**src/rtl/alsu_sequencer.sv**
```systemverilog
// Two-port request arbiter and pass sequencer that drives a shared combinational ALSU.
// Build option: define ALSU_SEQUENCER_REPEAT_EN to honour req_cnt (cnt+1 passes); otherwise single pass.
module alsu_sequencer #(
    parameter int RR_EN = 1
) (
    input  logic        clk,
    input  logic        rst,
    input  logic [1:0]  req_valid,
    output logic [1:0]  req_ready,
    input  logic [7:0]  req_op,
    input  logic [1:0]  req_cin,
    input  logic [15:0] req_a,
    input  logic [15:0] req_b,
    input  logic [5:0]  req_cnt,
    output logic        resp_valid,
    input  logic        resp_ready,
    output logic        resp_id,
    output logic [7:0]  resp_f,
    output logic        resp_cout,
    output logic        resp_ovf,
    output logic [7:0]  alsu_a,
    output logic [7:0]  alsu_b,
    output logic        alsu_cin,
    output logic [3:0]  alsu_sel,
    input  logic [7:0]  alsu_f,
    input  logic        alsu_cout,
    input  logic        alsu_ovf,
    output logic [1:0]  dbg_state
);

    // Handshakes: a request transfers in a cycle where req_valid[i] && req_ready[i];
    // a response transfers in a cycle where resp_valid && resp_ready. Neither side may
    // retract resp_* while resp_valid is high and resp_ready is low.
    typedef enum logic [1:0] {
        IDLE = 2'd0,
        EXEC = 2'd1,
        DONE = 2'd2
    } state_t;

    state_t      state;
    logic        last_grant;
    logic        win_id;
    logic        cur_id;
    logic        cin_q;
    logic [3:0]  op_q;
    logic [7:0]  b_q;
    logic [7:0]  acc;
    logic        final_pass;

`ifdef ALSU_SEQUENCER_REPEAT_EN
    logic [2:0]  pass_left;
    assign final_pass = (pass_left == 3'd0);
`else
    logic        unused_cnt;
    assign unused_cnt = ^req_cnt;
    assign final_pass = 1'b1;
`endif

    assign dbg_state = state;

    always_comb begin
        win_id = req_valid[1];
        if (req_valid == 2'b11) begin
            win_id = (RR_EN != 0) ? ~last_grant : 1'b0;
        end
    end

    // Grant is combinational so a request dropped before this cycle is never latched.
    always_comb begin
        req_ready = 2'b00;
        if (state == IDLE && req_valid != 2'b00) begin
            req_ready[win_id] = 1'b1;
        end
    end

    always_comb begin
        alsu_a   = 8'h00;
        alsu_b   = 8'h00;
        alsu_sel = 4'h0;
        alsu_cin = 1'b0;
        if (state == EXEC) begin
            alsu_a   = acc;
            alsu_b   = b_q;
            alsu_sel = op_q;
            alsu_cin = cin_q;
        end
    end

    always_ff @(posedge clk) begin
        if (rst) begin
            state      <= IDLE;
            last_grant <= 1'b1;
            cur_id     <= 1'b0;
            op_q       <= 4'h0;
            cin_q      <= 1'b0;
            b_q        <= 8'h00;
            acc        <= 8'h00;
            resp_valid <= 1'b0;
            resp_id    <= 1'b0;
            resp_f     <= 8'h00;
            resp_cout  <= 1'b0;
            resp_ovf   <= 1'b0;
`ifdef ALSU_SEQUENCER_REPEAT_EN
            pass_left  <= 3'd0;
`endif
        end else begin
            case (state)
                IDLE: begin
                    if (req_valid != 2'b00) begin
                        last_grant <= win_id;
                        cur_id     <= win_id;
                        op_q       <= win_id ? req_op[7:4]  : req_op[3:0];
                        cin_q      <= win_id ? req_cin[1]   : req_cin[0];
                        acc        <= win_id ? req_a[15:8]  : req_a[7:0];
                        b_q        <= win_id ? req_b[15:8]  : req_b[7:0];
`ifdef ALSU_SEQUENCER_REPEAT_EN
                        pass_left  <= win_id ? req_cnt[5:3] : req_cnt[2:0];
`endif
                        state      <= EXEC;
                    end
                end
                EXEC: begin
                    acc <= alsu_f;
                    if (final_pass) begin
                        resp_valid <= 1'b1;
                        resp_id    <= cur_id;
                        resp_f     <= alsu_f;
                        resp_cout  <= alsu_cout;
                        resp_ovf   <= alsu_ovf;
                        state      <= DONE;
                    end
`ifdef ALSU_SEQUENCER_REPEAT_EN
                    else begin
                        pass_left <= pass_left - 3'd1;
                    end
`endif
                end
                DONE: begin
                    if (resp_ready) begin
                        resp_valid <= 1'b0;
                        state      <= IDLE;
                    end
                end
                default: state <= IDLE;
            endcase
        end
    end

endmodule

```
**config.mk**
```make
export PLATFORM = sky130hd
export DESIGN_NAME = alsu_sequencer
export DESIGN_NICKNAME = d
export VERILOG_FILES = /design/src/rtl/alsu_sequencer.sv
export SDC_FILE = /design/constraint.sdc
export NUM_CORES = 1
export LEC_CHECK = 0
export ABC_AREA = 1
export CELL_PAD_IN_SITES_DETAIL_PLACEMENT = 0
export CELL_PAD_IN_SITES_GLOBAL_PLACEMENT = 1
export CORE_ASPECT_RATIO = 1.25
export CORE_MARGIN = 10
export CORE_UTILIZATION = 27
export CTS_CLUSTER_SIZE = 10
export DETAILED_ROUTE_END_ITERATION = 16
export PLACE_DENSITY_LB_ADDON = 0.1
export SYNTH_ARGS = -nofsm -noshare
export SYNTH_HDL_FRONTEND = slang
export SYNTH_SLANG_ARGS = --single-unit
```
**constraint.sdc**
```tcl
create_clock -name clk -period 2.5 [get_ports clk]
set_clock_uncertainty 0.2 [all_clocks]
set_input_delay 0.5 -clock clk [delete_from_list [all_inputs] [get_ports clk]]
set_output_delay 0.5 -clock clk [all_outputs]
set_load 0.005 [all_outputs]
```
* Word-level counts from Yosys, hierarchy flattened
Index checks and enable logic that the tools add are counted.
Widths: inputs -> output; s select.
** Word-level totals
- Output and inout bits :: 37
- Bits in registers :: 37
- Bits of input ports :: 63
- Word-level logic and storage cells :: 49
** Cells by class
- Equal/unequal tests :: 5
- Mux-type cells :: 19
- Order comparisons :: 2
- Bitwise gates (word level) :: 1
- Reduce and logical (&&, ||, !) cells :: 10
** Operators with widths (number)
- $mux 8 :: 5
- $pmux 8 s2 :: 1
- $mux 4 :: 2
- $reduce_and 2->1 :: 4
- $mux 2 :: 3
- $pmux 2 s3 :: 1
- $reduce_bool 2->1 :: 3
- $mux 1 :: 5
- $eq 2x2->1 const B :: 2
- $eq 2x1->1 const B :: 1
- $logic_and 1x1->1 :: 2
- $logic_not 2->1 :: 1
- $lt 1x2->1 const B :: 1
- $ne 2x1->1 const B :: 1
- $ne 2x2->1 const B :: 1
- $pmux 1 s2 :: 1
- $demux 1 s1 :: 1
- $ge 1x1->1 const B :: 1
- $not 1->1 :: 1

* Longest topological paths before layout
Gate-level depths: netlist of the first run.
- Word-level depth :: 7
- Mapped depth :: 9
- Gate-level depth less buffers :: 7

* Worst setup path before layout of the first run
OpenSTA, ideal clock, no wires.
- Path kind :: input port to output port
- Start point :: input port req_valid[1]
- End point :: output port req_ready[0]
- Setup slack :: 689 ps
- Required time :: 1800 ps
- Stages :: 6
- Path buffers :: 2
- Arrival :: 1111 ps
- Path through :: buf_4 inv_1 nand2_2 nand2_4 buf_2 nor2_1
** Between the ends
- Word-level cells in the longest chain between the ends :: 7
- Elaborated cells on any way between the ends :: 10
- Classes of those cells :: order compare: 2; eq/ne: 1; mux: 4; reduce/logical: 3
** RTL lines
- start, declared :: RTL line 8 : input logic [1:0] req_valid,
- $eq 2x2->1 :: RTL line 63 : if (req_valid == 2'b11) begin
- $mux 1 :: RTL line 63
- $lt 1x2->1 (not written as such) / $ge 1x1->1 (equally long branches) :: RTL line 72 : req_ready[win_id] = 1'b1;
- $logic_and 1x1->1 (not written as such) :: RTL line 72
- $mux 1 (not written as such) :: RTL line 72
- $demux 1 s1 :: RTL line 72
- $mux 2 * :: RTL line 71 : if (state == IDLE && req_valid != 2'b00) begin
- end, declared :: RTL line 9 : output logic [1:0] req_ready,
Mark *: on every way between the ends. The rest lies on a longest branch, timed or not.

* Worst setup path in the final report of the first run
- Start point :: register state[1] (netlist: dbg_state[1])
- End point :: output port alsu_a[6]
** Between the ends
- Word-level cells in the longest chain between the ends :: 2
** RTL lines
- start, declared :: RTL line 40 : state_t state;
- start signal, assigned :: RTL line 91 : state <= IDLE;
- start signal, assigned :: RTL line 119 : state <= EXEC;
- start signal, assigned :: RTL line 130 : state <= DONE;
- $eq 2x1->1 :: RTL line 81 : if (state == EXEC) begin
- $mux 8 :: RTL line 81
- end, declared :: RTL line 21 : output logic [7:0] alsu_a,
Every way passes these cells.

==> flow_summary.json, run 1 <==
{
  "drv_cap": 0,
  "clock_sinks": 37,
  "required_ns": 1.80,
  "power_mw": 1.66,
  "start_kind": "register",
  "io_pins": 100,
  "power.density_nw_per_um2": 548,
  "setup_tns_ns": 0,
  "antenna_found_initial": 0,
  "path_clk_slew_ns": 0.08,
  "cts_max_path_buffers": 2,
  "num_rows": 33,
  "fin_crit_sh_pct": 95.1,
  "critPathCaptureType": "output pin",
  "via_per_inst": 4.19,
  "fin_ws_ns": 0.122,
  "max_freq_mhz": 421,
  "slew_headroom_pct": 77.9,
  "grt_max_degree": 31,
  "die_area_um2": 10700,
  "slowest_delay_ns": 0.54,
  "post_route_cells_drive_above_1_share_pct": 7.73,
  "slowest_stage": "clkdlybuf4s50_1",
  "hold_viol": 0,
  "overflow": 0,
  "rsz0062_at_grt": "false",
  "post_cts_buffers": 0,
  "crit_family": "buffers and inverters",
  "path_cells": "inv_1 > nand2_2 > buf_4 > nor2_1 > clkdlybuf4s50_1",
  "core_region_area_um2": 6690,
  "drv_slew": 0,
  "syn_inst": 303,
  "worstMarginPinSlew_ns": 0.332,
  "numPortBuffers": 93,
  "yosys.area.top_type_share_pct": 39.4,
  "start_util_pct": 28.1,
  "syn_to_final_growth_pct": 61.1,
  "final_cell_mix": "nand2_1, clkdlybuf4s50_1, nor2_1",
  "utilization_pct": 45.3,
  "die_x_um": 94.6,
  "post-route-min-period_ns": 2.38,
  "cp_max_fo": 20,
  "numCtsBuffers": 5,
  "syn-num-nets": 366,
  "cts-root-buf": "clkbuf_8",
  "grt_pass1_wl_um": 10200,
  "ys_seq_area_share_pct": 39.4,
  "synth_area_leader_cell": "dfxtp_1",
  "gr-usage-all-layers_pct": 11.7,
  "final_net_count": 463,
  "drt_iter0_markers": 53,
  "p_leak_nw": 1.35,
  "setup_viol": 0,
  "hp-class": "reg2reg",
  "postLayoutCellArea_um2": 3030,
  "yosys_warnings": 0,
  "diodes": 0,
  "drtAntennaViolNets": 0,
  "outcome": "completed",
  "clk_latency_ns": 0.29,
  "synth-seq-cells": 37,
  "grt_pass1_vias": 2033,
  "wl_per_cell_um": 13.1,
  "final_common_cell": "nand2_1",
  "gp_congestion": 0.707,
  "drt-total-wl_um": 6390,
  "die_h_um": 113,
  "htreeDepth": 2,
  "firstDrtPassIters": 4,
  "path_buf_inv": 3,
  "ir_drop_v": 0.000246,
  "crit_type": "reg2out",
  "dp_hpwl_um": 4810,
  "synth.top_cells.by_area": "dfxtp_1, nand2_1, nor2_1",
  "worstPathArrival_ns": 1.68,
  "syn_area_um2": 1880,
  "cts_tree": "yes",
  "avgSynthCellArea_um2": 6.21,
  "drc": 0,
  "netlist-cell-type-count": 18,
  "placed_cell_area_um2": 2910,
  "dpl_worst_slack_ns": -0.110,
  "routed-via-count": 2047
}
-- per-layer routing --
layer	routed length (µm)	global-route usage (%)
met1	2800	12.9
met4	72	3.30
met3	526	4.70
met2	3000	20.0
met5	0	0
-- path summary, 6_finish.rpt --
check,startpoint,to,slack (ns),cells past startpoint
max,dbg_state[1],alsu_a[6],0.12,5
min,op_q[3],op_q[3],0.26,2
max reg2reg,dbg_state[1],acc[6],0.77,9
min reg2reg,op_q[3],op_q[3],0.26,2
-- timing repair --
item | CTS | global route
setup endpoints to repair | 2 | 7
cloned | 0 | 0
hold endpoints to repair | 0 | 0
gates resized for setup | 3 | 1
hold buffers | 0 | 0
pin swaps | 0 | 0
-- logic make-up (layout without fill, tap and decap cells) --
logic type      count (synthesis)  after routing  synth area share [%]
flops                          37             37                  39.4
buf+inv                        55            153                  13.4
simple gates                  183            183                  39.7
compound gates                 28             28                  7.59
-- synthesized netlist by cell type --
library cell / instances
nor2_1: 51
o21ai_0: 4
dfxtp_1: 37
buf_6: 3
nand2_1: 105
nand2_4: 1
buf_2: 6
inv_2: 3
nand3_1: 14
o21a_1: 1
buf_4: 4
inv_1: 36
a21oi_1: 23
nand4_1: 6
clkbuf_1: 3
nor3_1: 1
nor2_4: 1
nand2_2: 4
-- flip-flops by register name (all words and copies together), names as in the netlist --
| register | cells |
|---|---|
| resp_id | 1 |
| b_q | 8 |
| resp_cout | 1 |
| acc | 8 |
| last_grant | 1 |
| cin_q | 1 |
| resp_f | 8 |
| dbg_state | 2 |
| resp_valid | 1 |
| resp_ovf | 1 |
| op_q | 4 |
| cur_id | 1 |
-- worst register-to-register path: cells and delay by family (launching register included) --
kind	cells	cell delay (ns)
flip-flops	1	0.40
buffers and inverters	4	0.63
AND/OR/NAND/NOR	5	0.40
-- through the flow --
stage,hold WS (ns),std cells
after floorplan,0.237,303
after global placement,0.251,480
after detailed placement,0.255,480
after CTS,0.267,488
after global routing,0.279,488
final,0.265,488
-- area by class of cell --
class                      instances  area, µm²
multi-input combinational        211        888
fill                             760       3660
clock inverter                     2       37.5
tap                               87        109
sequential                        37        742
inverter                          39        146
timing repair buffer             106       1020
clock buffer                       6       82.6
-- power breakdown --
part / switching, mW / internal (mW)
clock: 0.224 / 0.325
sequential: 0.0289 / 0.646
combinational: 0.212 / 0.226
Note: power is estimated with default switching activity, not from simulation.
==> run 2, diff against run 1 <==
--- a/config.mk
+++ b/config.mk
@@ -5,7 +5,7 @@
 export SDC_FILE = /design/constraint.sdc
 export NUM_CORES = 1
 export LEC_CHECK = 0
-export ABC_AREA = 1
+export CAP_MARGIN = 20
 export CELL_PAD_IN_SITES_DETAIL_PLACEMENT = 0
 export CELL_PAD_IN_SITES_GLOBAL_PLACEMENT = 1
 export CORE_ASPECT_RATIO = 1.25
@@ -14,6 +14,7 @@
 export CTS_CLUSTER_SIZE = 10
 export DETAILED_ROUTE_END_ITERATION = 16
 export PLACE_DENSITY_LB_ADDON = 0.1
+export SETUP_SLACK_MARGIN = 0.05
 export SYNTH_ARGS = -nofsm -noshare
 export SYNTH_HDL_FRONTEND = slang
 export SYNTH_SLANG_ARGS = --single-unit
==> flow_summary.json, run 2 <==
{
  "outcome": "completed",
  "overflow": 0,
  "async_flop_share_pct": 0,
  "power_frac_seq_pct": 45.0,
  "final_common_cell": "clkdlybuf4s50_1",
  "cts_max_path_buffers": 2,
  "regToRegStartpoint": "dbg_state[0]",
  "setup_viol": 0,
  "path_clk_slew_ns": 0.07,
  "synth-edff-count": 0,
  "critPathCaptureType": "output pin",
  "min_path_cells": 2,
  "rsz0062_at_grt": "true",
  "drv_slew": 0,
  "clock_sinks": 37,
  "drtAntennaViolNets": 0,
  "power_mw": 1.49,
  "yosys_warnings": 0,
  "via_per_inst": 4.73,
  "timing.rr.end": "acc[7]",
  "hold_viol": 0,
  "numCtsBuffers": 5,
  "post_route_cells_drive_above_1_share_pct": 8.68,
  "crit_type": "in2out",
  "min-delay-start": "resp_f[4]",
  "cts_tree": "yes",
  "netlist-cell-type-count": 22,
  "synth.top_cells.by_area": "dfxtp_1, nand3_1, and2_1",
  "max_freq_mhz": 416,
  "slowest_delay_ns": 0.51,
  "path_cells": "dlygate4sd2_1 > a211oi_4 > and2_4 > clkdlybuf4s50_1",
  "synthTopCellsByCount": "nand3_1, dfxtp_1, and2_1, nand2_1, o21ai_0",
  "synth_area_leader_cell": "dfxtp_1",
  "firstDrtPassIters": 4,
  "num_rows": 32,
  "die_x_um": 90.9,
  "yosys.area.top_type_share_pct": 43.7,
  "routed-via-count": 1873,
  "clk_latency_ns": 0.28,
  "diodes": 0,
  "syn-num-nets": 279,
  "grt_max_degree": 38,
  "drt_iter0_markers": 62,
  "hp-class": "reg2reg",
  "reg.largest.list": "acc x8, b_q x8, resp_f x8",
  "p_leak_nw": 1.12,
  "post-route-min-period_ns": 2.40,
  "p_int_mw": 1.08,
  "io_pins": 100,
  "reg2reg_depth": 4,
  "dpl_worst_slack_ns": -0.127,
  "syn_to_final_growth_pct": 70.1,
  "cts-root-buf": "clkbuf_8",
  "power.density_nw_per_um2": 515,
  "dp_hpwl_um": 4630,
  "placed_cells": 388,
  "final_net_count": 374,
  "synth-seq-cells": 37,
  "slowest_stage": "clkdlybuf4s50_1",
  "r2r_slack_ns": 0.60,
  "p_switching_mw": 0.404,
  "fin_ws_ns": 0.0960,
  "avgSynthCellArea_um2": 7.85,
  "pwr-share-comb_pct": 26.6,
  "worstPathArrival_ns": 1.70,
  "start_kind": "primary input",
  "hold_end": "resp_f[4]",
  "drt-total-wl_um": 6470,
  "ys_seq_area_share_pct": 43.7,
  "ir_drop_v": 0.000218,
  "syn_inst": 216,
  "start_util_pct": 27.7,
  "drv_cap": 0,
  "ys.flop_type": "dfxtp_1",
  "numPortBuffers": 93,
  "die_h_um": 109,
  "die_area_um2": 9870,
  "grt_pass1_vias": 1973,
  "slew_headroom_pct": 37.6,
  "grt_pass1_wl_um": 10300,
  "htreeDepth": 2,
  "p_clk_share_pct": 28.4,
  "core_region_area_um2": 6130,
  "worstMarginPinSlew_ns": 0.929,
  "final_cell_mix": "clkdlybuf4s50_1, nand3_1, dfxtp_1",
  "drc": 0,
  "cp_max_fo": 4,
  "gp_congestion": 0.688,
  "antenna_found_initial": 0,
  "required_ns": 1.80,
  "stdcell_count": 396,
  "wl_per_cell_um": 16.3,
  "fin_crit_sh_pct": 96.2,
  "syn_area_um2": 1700,
  "swShare_pct": 27.2,
  "yosysMostFrequentCell": "nand3_1",
  "gr-usage-all-layers_pct": 12.6
}
-- run 2: power by group through the flow --
stage               clock (mW)  combinational (mW)  sequential, mW
finish                   0.422               0.395           0.668
detailed placement           0               0.391           0.681
floorplan                    0               0.167           0.680
global route             0.458               0.435           0.676
global placement             0               0.389           0.680
CTS                      0.437               0.393           0.668
-- run 2: per-stage QoR --
step | util [%] | setup TNS, ns | hold slack, ns | area [µm²]
finish | 47.1 | 0 | 0.252 | 2890
global route | 47.1 | 0 | 0.274 | 2890
global placement | 45.0 | -0.202 | 0.243 | 2760
floorplan | - | 0 | 0.232 | 1700
detailed placement | 45.0 | -0.243 | 0.246 | 2760
CTS | 46.4 | 0 | 0.256 | 2840
-- run 2: cell families after synthesis --
kind of cell / synth area share, %
AND/OR/NAND/NOR: 30.5
AO/OA/AOI/OAI: 20.6
flip-flops: 43.7
buffers and inverters: 5.16
-- run 2: cell type report --
class | instances | area (µm²)
fill | 626 | 3240
timing repair buffer | 108 | 1070
multi-input combinational | 158 | 880
sequential | 37 | 742
tap | 85 | 106
clock buffer | 7 | 86.3
inverter | 1 | 3.75
-- run 2: worst max-delay path, delay by kind of cell --
| family | cells | cell delay, ns |
|---|---|---|
| AOI/OAI and AO/OA | 1 | 0.23 |
| and+or+nand+nor | 1 | 0.18 |
| buffers and inverters | 2 | 0.79 |
-- run 2: per-layer routing --
| layer | share of wire (%) | up-vias | wire, µm | GRT usage, % |
|---|---|---|---|---|
| met2 | 50 | 58 | 3260 | 22.4 |
| met5 | 0 | - | 0 | 0 |
| met3 | 6.9 | 7 | 446 | 5.16 |
| met4 | 0.93 | 0 | 60 | 4.04 |
| met1 | 42 | 850 | 2700 | 13.5 |
| li1 | - | 958 | - | - |
-- run 2: how the worst max path moves through the flow --
stage,startpoint,to,depth (start not counted)
after floorplan,dbg_state[0],alsu_a[0],3
after global placement,req_valid[0],req_ready[1],4
after detailed placement,req_valid[0],req_ready[1],4
after CTS,dbg_state[0],alsu_a[7],4
after global routing,dbg_state[1],alsu_sel[0],4
final,req_valid[0],req_ready[1],4
-- run 2: timing repair --
action                                  CTS  global route
cloned                                    0             1
hold buffers                              0             0
buffers inserted                          0             0
pin swaps                                 1             0
endpoints found under the setup margin    7            21
gates resized for setup                   3            14
==> run 3, diff against run 2 <==
--- a/config.mk
+++ b/config.mk
@@ -10,9 +10,11 @@
 export CELL_PAD_IN_SITES_GLOBAL_PLACEMENT = 1
 export CORE_ASPECT_RATIO = 1.25
 export CORE_MARGIN = 10
-export CORE_UTILIZATION = 27
+export CORE_UTILIZATION = 28
+export CTS_BUF_LIST = sky130_fd_sc_hd__clkbuf_4 sky130_fd_sc_hd__clkbuf_8
 export CTS_CLUSTER_SIZE = 10
 export DETAILED_ROUTE_END_ITERATION = 16
+export GPL_TIMING_DRIVEN = 1
 export PLACE_DENSITY_LB_ADDON = 0.1
 export SETUP_SLACK_MARGIN = 0.05
 export SYNTH_ARGS = -nofsm -noshare
==> flow_summary.json, run 3 (synthesized netlist as in run 2, its figures left out) <==
{
  "final_common_cell": "clkdlybuf4s50_1",
  "outcome": "completed",
  "slowest_delay_ns": 0.50,
  "stdcell_count": 395,
  "drv_cap": 0,
  "cts_max_path_buffers": 2,
  "fin_ws_ns": 0.125,
  "antenna_found_initial": 0,
  "io_pins": 100,
  "path_clk_slew_ns": 0.07,
  "cp_max_fo": 15,
  "worstMarginPinSlew_ns": 0.516,
  "drv_slew": 0,
  "post-route-min-period_ns": 2.37,
  "drc": 0,
  "clk_latency_ns": 0.29,
  "power.density_nw_per_um2": 519,
  "fillers": 601,
  "final_cell_mix": "clkdlybuf4s50_1, nand3_1, dfxtp_1",
  "crit_type": "reg2out",
  "gp_congestion": 0.735,
  "firstDrtPassIters": 4,
  "crit_family": "buffers and inverters",
  "placed_cell_area_um2": 2750,
  "post_route_cells_drive_above_1_share_pct": 9.27,
  "p_leak_nw": 1.11,
  "grt_pass1_vias": 2027,
  "cts-root-buf": "clkbuf_8",
  "max_freq_mhz": 421,
  "reg.largest.list": "acc x8, b_q x8, resp_f x8",
  "slew_headroom_pct": 65.6,
  "grt_pass1_wl_um": 10100,
  "grt_max_degree": 38,
  "drt-total-wl_um": 6530,
  "numPortBuffers": 93,
  "hold_viol": 0,
  "path_buf_inv": 2,
  "worstPathArrival_ns": 1.67,
  "ir_drop_v": 0.000284,
  "wl_per_cell_um": 16.5,
  "postLayoutCellArea_um2": 2900,
  "num_rows": 31,
  "start_kind": "register",
  "placed_cells": 384,
  "routed-via-count": 1909,
  "syn_to_final_growth_pct": 70.6,
  "die_x_um": 89.6,
  "diodes": 0,
  "dpl_worst_slack_ns": -0.146,
  "setup_viol": 0,
  "cts_tree": "yes",
  "die_h_um": 107,
  "clock_sinks": 37,
  "drtAntennaViolNets": 0,
  "dp_hpwl_um": 4530,
  "path_cells": "and2b_2 > buf_8 > and2_1 > clkdlybuf4s50_1",
  "required_ns": 1.80,
  "start_util_pct": 29.0,
  "ff_latch_area_um2": 741,
  "utilization_pct": 49.4,
  "slowest_stage": "clkdlybuf4s50_1",
  "drt_iter0_markers": 61,
  "gr-usage-all-layers_pct": 13.4,
  "fin_crit_sh_pct": 95.0,
  "die_area_um2": 9590,
  "via_per_inst": 4.83,
  "hp-class": "reg2reg",
  "multi_input_area_um2": 880,
  "numCtsBuffers": 5,
  "power_mw": 1.50,
  "critPathCaptureType": "output pin",
  "final_net_count": 376,
  "overflow": 0,
  "rsz0062_at_grt": "false",
  "htreeDepth": 2,
  "core_region_area_um2": 5860
}
-- run 3: changes by cell type in the layout (fill, tap and decap cells not counted) --
cell	previous run	this run
dfxtp_2	1	0
clkbuf_4	0	1
clkbuf_1	1	0
dlygate4sd2_1	2	1
buf_4	13	14
buf_2	0	1
dlymetal6s2s_1	6	5
dfxtp_1	36	37
clkdlybuf4s50_1	85	87
-- run 3: worst paths after layout --
kind	from	to	slack, ns	cells past startpoint
worst max-delay path	dbg_state[1]	alsu_sel[0]	0.13	4
worst min-delay path	resp_f[0]	resp_f[0]	0.26	2
worst max register to register	dbg_state[0]	last_grant	0.68	4
worst min register to register	resp_f[0]	resp_f[0]	0.26	2
-- run 3: power by group --
group | switching [mW] | internal, mW | total, mW
clock | 0.207 | 0.230 | 0.437
combinational | 0.180 | 0.221 | 0.401
sequential | 0.0223 | 0.643 | 0.666
-- run 3: area by class of cell --
| cell class | count | share of cell area, % |
|---|---|---|
| sequential | 37 | 25.6 |
| inverter | 1 | 0.130 |
| clock buffer | 7 | 3.11 |
| tap | 82 | 3.54 |
| multi-input combinational | 158 | 30.4 |
| timing repair buffer | 110 | 37.3 |
-- run 3: routing by layer --
| metal | track usage, % | wire length, µm | part of all wire [%] | vias to the layer above |
|---|---|---|---|---|
| met2 | 22.9 | 3220 | 49 | 69 |
| met3 | 6.44 | 683 | 10 | 4 |
| met5 | 0 | 0 | 0 | - |
| met1 | 14.4 | 2600 | 40 | 877 |
| met4 | 3.08 | 34 | 0.52 | 0 |
| li1 | - | - | - | 959 |
-- run 3: stage by stage --
step | hold WS (ns) | TNS, ns
final | 0.255 | 0
after global routing | 0.283 | 0
after CTS | 0.259 | 0
after detailed placement | 0.248 | -0.274
after global placement | 0.242 | -0.278
after floorplan | 0.232 | 0
-- run 3: what timing repair did --
action | in CTS | in global routing
setup endpoints to repair | 2 | 23
gates cloned | 0 | 1
hold buffers | 0 | 0
resized for setup | 1 | 10
setup buffers | 0 | 3
pin swaps | 0 | 1
hold endpoints to repair | 0 | 0
-- run 3: tightest hold or removal path, stage by stage (launching register included) --
cell and delay, ns:
dfxtp_1 0.31, nand2_1 0.05, a21oi_1 0.05
